<file path="config.mk">
export PLATFORM = sky130hd
export DESIGN_NAME = microseq_fsm
export DESIGN_NICKNAME = d
export VERILOG_FILES = /design/src/rtl/microseq_fsm.sv
export SDC_FILE = /design/constraint.sdc
export NUM_CORES = 1
export LEC_CHECK = 0
export BUFFER_PORTS_ARGS = -buffer_cell sky130_fd_sc_hd__buf_4
export CAP_MARGIN = 20
export CORE_ASPECT_RATIO = 0.9
export CORE_UTILIZATION = 55
export CTS_BUF_LIST = sky130_fd_sc_hd__clkbuf_4 sky130_fd_sc_hd__clkbuf_8 sky130_fd_sc_hd__clkbuf_16
export CTS_CLUSTER_DIAMETER = 120
export DETAILED_ROUTE_END_ITERATION = 10
export GPL_TIMING_DRIVEN = 0
export MAX_ROUTING_LAYER = met4
export PLACE_DENSITY = 0.72
export SLEW_MARGIN = 25
export SYNTH_ARGS = -nofsm -noshare
export SYNTH_HDL_FRONTEND = slang
export SYNTH_SLANG_ARGS = --single-unit
</file>
<file path="constraint.sdc">
create_clock -name clk -period 6.27 [get_ports clk]
set_clock_uncertainty 0.1 [all_clocks]
set_input_delay 1.254 -clock clk [delete_from_list [all_inputs] [get_ports clk]]
set_output_delay 1.254 -clock clk [all_outputs]
set_load 0.01 [all_outputs]
</file>
<file path="src/rtl/microseq_fsm.sv">
// Microprogrammed sequencer: a writable per-state control store picks INC/ZERO/DISP/HOLD,
// and DISP looks the successor up in one of NUM_DISP writable y-indexed dispatch tables.
module microseq_fsm #(
  parameter int STATE_W  = 4,
  parameter int IN_W     = 2,
  parameter int NUM_DISP = 2,
  parameter int STEP_W   = 8
) (
  input  logic               clk,
  input  logic               reset,
  input  logic               en,
  input  logic [IN_W-1:0]    y,
  input  logic               cfg_we,
  input  logic [2:0]         cfg_sel,
  input  logic [STATE_W-1:0] cfg_addr,
  input  logic [STATE_W+1:0] cfg_data,
  output logic [STATE_W-1:0] curr_state,
  output logic [STATE_W-1:0] next_state,
  output logic               dispatched,
  output logic [STEP_W-1:0]  step_count
);

  localparam int DEPTH  = 1 << STATE_W;
  localparam int TDEPTH = 1 << IN_W;

  typedef enum logic [1:0] {
    ACT_INC  = 2'd0,
    ACT_ZERO = 2'd1,
    ACT_DISP = 2'd2,
    ACT_HOLD = 2'd3
  } act_e;

  typedef struct packed {
    logic [1:0] tsel;
    act_e       op;
  } cs_entry_t;

  cs_entry_t          r_cs  [DEPTH];
  logic [STATE_W-1:0] r_tbl [NUM_DISP][TDEPTH];
  logic [STATE_W-1:0] r_state;
  logic [STEP_W-1:0]  r_step;
  logic               r_disp;

  cs_entry_t          w_entry;
  logic [STATE_W-1:0] w_next;
  logic [IN_W-1:0]    w_taddr;

  assign w_entry = r_cs[r_state];
  assign w_taddr = cfg_addr[IN_W-1:0];

  // y is only looked at under DISP; an out-of-range table select leaves w_next at zero
  always_comb begin
    w_next = '0;
    case (w_entry.op)
      ACT_INC:  w_next = r_state + 1'b1;
      ACT_ZERO: w_next = '0;
      ACT_HOLD: w_next = r_state;
      ACT_DISP: begin
        for (int k = 0; k < NUM_DISP; k++)
          if (w_entry.tsel == 2'(k)) w_next = r_tbl[k][y];
      end
      default:  w_next = '0;
    endcase
  end

  always_ff @(posedge clk) begin
    if (reset) begin
      r_state <= '0;
      r_step  <= '0;
      r_disp  <= 1'b0;
    end else if (en) begin
      r_state <= w_next;
      r_step  <= r_step + 1'b1;
      r_disp  <= (w_entry.op == ACT_DISP);
    end else begin
      r_disp  <= 1'b0;
    end
  end

  // Writes land at the edge, so the transition taken on that edge still sees old contents
  always_ff @(posedge clk) begin
    if (reset) begin
      for (int i = 0; i < DEPTH; i++)
        r_cs[i] <= '{tsel: 2'd0, op: ACT_INC};
      for (int k = 0; k < NUM_DISP; k++)
        for (int i = 0; i < TDEPTH; i++)
          r_tbl[k][i] <= STATE_W'(i);
    end else if (cfg_we) begin
      if (cfg_sel == 3'd0)
        r_cs[cfg_addr] <= cs_entry_t'(cfg_data[3:0]);
      for (int k = 0; k < NUM_DISP; k++)
        if (cfg_sel == 3'(k + 1))
          r_tbl[k][w_taddr] <= cfg_data[STATE_W-1:0];
    end
  end

  assign curr_state = r_state;
  assign next_state = w_next;
  assign dispatched = r_disp;
  assign step_count = r_step;

endmodule
</file>
==> impl_metrics.yaml <==
clock_network:
  clock_sinks: 113
  cts_made_buffers: 17
  cts_resized: 0
  cts-root-buf: "clkbuf_8"
  clkLatencyLatePin_ns: 0.51
  clock_path_buffers: 2
  htreeDepth: 4
  path_clk_slew_ns: 0.06
  postCtsSetupBuffers: 0
  cts_tree: "done"
  holdBufCountCts: 0
placement:
  numPortBuffers: 31
  dp_hpwl_um: 8110
  routabilityCongestion: 0.878
critical_path:
  crit_required_ns: 4.92
  worstPathMaxFanout: 8
  regToRegSetupSlack_ns: 3.54
  end_kind: "output pin"
  crit_type: "in2out"
  cp-start-kind: "input pin"
  worstPathArrival_ns: 3.26
synthesis:
  synthTopCellsByArea: "edfxtp_1 53%, and2_1 10%, dfxtp_1 6.2%"
  synth.distinct_cells: 46
  synth_fp_nets: 428
  synth-main-ff-cell: "edfxtp_1"
  ys_ff_latch: 113
  yosys.area.top_type_share_pct: 52.9
  ys_seq_area_share_pct: 59.1
  yosysWarnings: 0
  async_flop_share_pct: 0
  synth_edf_count: 96
  yosysTopAreaCell: "edfxtp_1"
  synth.avg_cell_area_um2: 13.4
  synth_area_um2: 5450
  syn_inst: 407
final_layout:
  drive_above_1_share_pct: 23.8
  fill_cells: 703
  area_growth_pct: 17.8
  nets: 478
  n_antenna_cell: 0
drt:
  drt-initial-drc-count: 305
  drt_first_pass_iters: 5
  viasPerCell: 5.80
  wl_um: 11700
  ant_nets: 0
  post_drt_wl_per_cell_um: 19.6
  vias: 3458
  drc: 0
flow_run:
  maxCapViolCount: 0
floorplan:
  rows: 34
  dieArea_um2: 10300
  ios: 36
  fp.dieH_um: 96.5
  core-area_um2: 9660
  start_util_pct: 56.5
  die_x_um: 107
timing:
  setup_tns_ns: 0
  fin_crit_sh_pct: 73.6
  max_freq_mhz: 217
  maxSlewViolCount: 0
  hold_viol: 0
  rsz0062_at_grt: "false"
  slew_headroom_pct: 45.7
  tightest_slew_ns: 0.808
  setup_violations: 0
  min_period_ns: 4.62
global_route:
  grt_use_total_pct: 25.4
  grt-ovfl-total: 0
  grt_pass1_vias: 3300
  grt_start_max_net_pins: 17
  antenna_found_initial: 0
  grt_pass1_wl_um: 17900
pwr:
  combPwrFrac_pct: 11.9
  p_leak_nw: 2.34
  sw_frac_of_total_pct: 24.7
  p_sw_mw: 0.505
  intPower_mw: 1.54
  power_frac_clock_pct: 45.3
  seqPwrFrac_pct: 42.7
  ir_drop_v: 0.000158
  p_total_mw: 2.05
  p_per_area_nw_per_um2: 319
outcome:
  status: "complete, no violations"
min_path:
  hold_class: "reg2reg"
## placed cells by master (no fill, tap or decap), types with 2 or more instances in the layout
cell type | netlist | routed
a211o_1 | 2 | 2
a211oi_1 | 2 | 2
a21oi_1 | 4 | 4
a221oi_2 | 2 | 2
a22o_1 | 6 | 6
a22oi_1 | 2 | 2
and2_1 | 89 | 89
buf_1 | 4 | 4
buf_4 | 1 | 32
buf_6 | 2 | 2
bufinv_16 | 0 | 2
clkbuf_1 | 16 | 16
clkbuf_16 | 0 | 16
clkinv_4 | 0 | 4
clkinvlp_4 | 0 | 3
dfxtp_1 | 17 | 17
edfxtp_1 | 96 | 96
ha_1 | 2 | 2
inv_6 | 0 | 4
mux2i_1 | 5 | 5
mux4_1 | 10 | 10
mux4_2 | 15 | 15
nand2_1 | 15 | 15
nand2b_1 | 3 | 3
nand3_1 | 3 | 3
nand3b_1 | 2 | 2
nand4_1 | 3 | 3
nor2_1 | 33 | 33
nor2b_1 | 4 | 4
nor3_1 | 2 | 2
nor4_1 | 6 | 6
o21ai_0 | 5 | 5
or2_1 | 2 | 2
or2_2 | 25 | 25
or3_1 | 10 | 10
xor2_1 | 4 | 4
## state kept, by name, summed over array words and instances (netlist names), named ones only
name / count
curr_state: 4
step_count: 8
dispatched: 1
r_tbl: 32
r_cs: 64
## worst paths after layout
| path | from | end | cells after the start |
|---|---|---|---|
| max | y[0] | next_state[3] | 6 |
| min | step_count[7]$_SDFFE_PP0P_ | step_count[7]$_SDFFE_PP0P_ | 2 |
| max reg2reg | register | register | 8 |
| min reg2reg | step_count[7]$_SDFFE_PP0P_ | step_count[7]$_SDFFE_PP0P_ | 2 |
## cells in the mapped netlist (2+ instances only)
cell	n
xor2_1	4
buf_6	2
nand3b_1	2
nand4_1	3
buf_1	4
nor2b_1	4
a22o_1	6
a211oi_1	2
nor4_1	6
mux4_1	10
edfxtp_1	96
nand2_1	15
and2_1	89
clkbuf_1	16
a21oi_1	4
ha_1	2
o21ai_0	5
nor3_1	2
nand3_1	3
mux4_2	15
mux2i_1	5
a22oi_1	2
or2_2	25
or2_1	2
a221oi_2	2
nor2_1	33
dfxtp_1	17
or3_1	10
a211o_1	2
nand2b_1	3
## stage by stage
stage | utilization (%) | hold WS, ns | instance area (um2) | setup WS [ns] | instances
2_1_floorplan | - | 0.402 | 5450 | 2.15 | 407
6_report | 66.5 | 0.407 | 6420 | 1.65 | 596
3_3_place_gp | 60.5 | 0.371 | 5840 | 1.69 | 564
5_1_grt | 66.5 | 0.457 | 6420 | 1.51 | 596
4_1_cts | 66.5 | 0.407 | 6420 | 1.66 | 596
3_5_place_dp | 60.5 | 0.398 | 5840 | 1.66 | 564
## power by group through the flow
stage | registers, mW | clock network, mW | logic, mW
5_1_grt | 0.877 | 0.970 | 0.265
3_3_place_gp | 0.887 | 0 | 0.238
4_1_cts | 0.873 | 0.933 | 0.243
6_report | 0.874 | 0.927 | 0.244
2_1_floorplan | 0.882 | 0 | 0.165
3_5_place_dp | 0.888 | 0 | 0.242
## area by class of cell
class | count | area (um2) | area share, %
plain buffers | 25 | 130 | 2.03
clock buffers | 18 | 422 | 6.57
clock inverters | 14 | 156 | 2.44
inverters | 1 | 3.75 | 0.0585
multi-input cells | 268 | 2100 | 32.6
flip-flops and latches | 113 | 3220 | 50.2
well taps | 126 | 158 | 2.46
repair buffers | 31 | 233 | 3.62
## metal layers
layer,global-route usage [%],up-vias,routed length [um]
li1,-,1598,-
met2,38.9,140,5510
met4,9.02,0,173
met1,33.1,1702,5170
met3,6.84,18,816
met5,-,-,0
## cells by family (layout without fill, tap and decap cells)
family / Yosys count / count (layout) / synth area share, %
buf+inv: 26 / 89 / 2.46
compound gates: 27 / 27 / 3.74
simple gates: 204 / 204 / 21.5
flops: 113 / 113 / 59.1
mux: 30 / 30 / 11.9
xor+xnor: 5 / 5 / 0.803
fa+ha+maj: 2 / 2 / 0.459
## critical path: stages
cell and delay (ns):
clkbuf_1 0.49, mux4_2 0.61, mux2i_1 0.34, o21ai_0 0.18, a22o_1 0.25, buf_4 0.14
(Power assumes the default switching activity.)
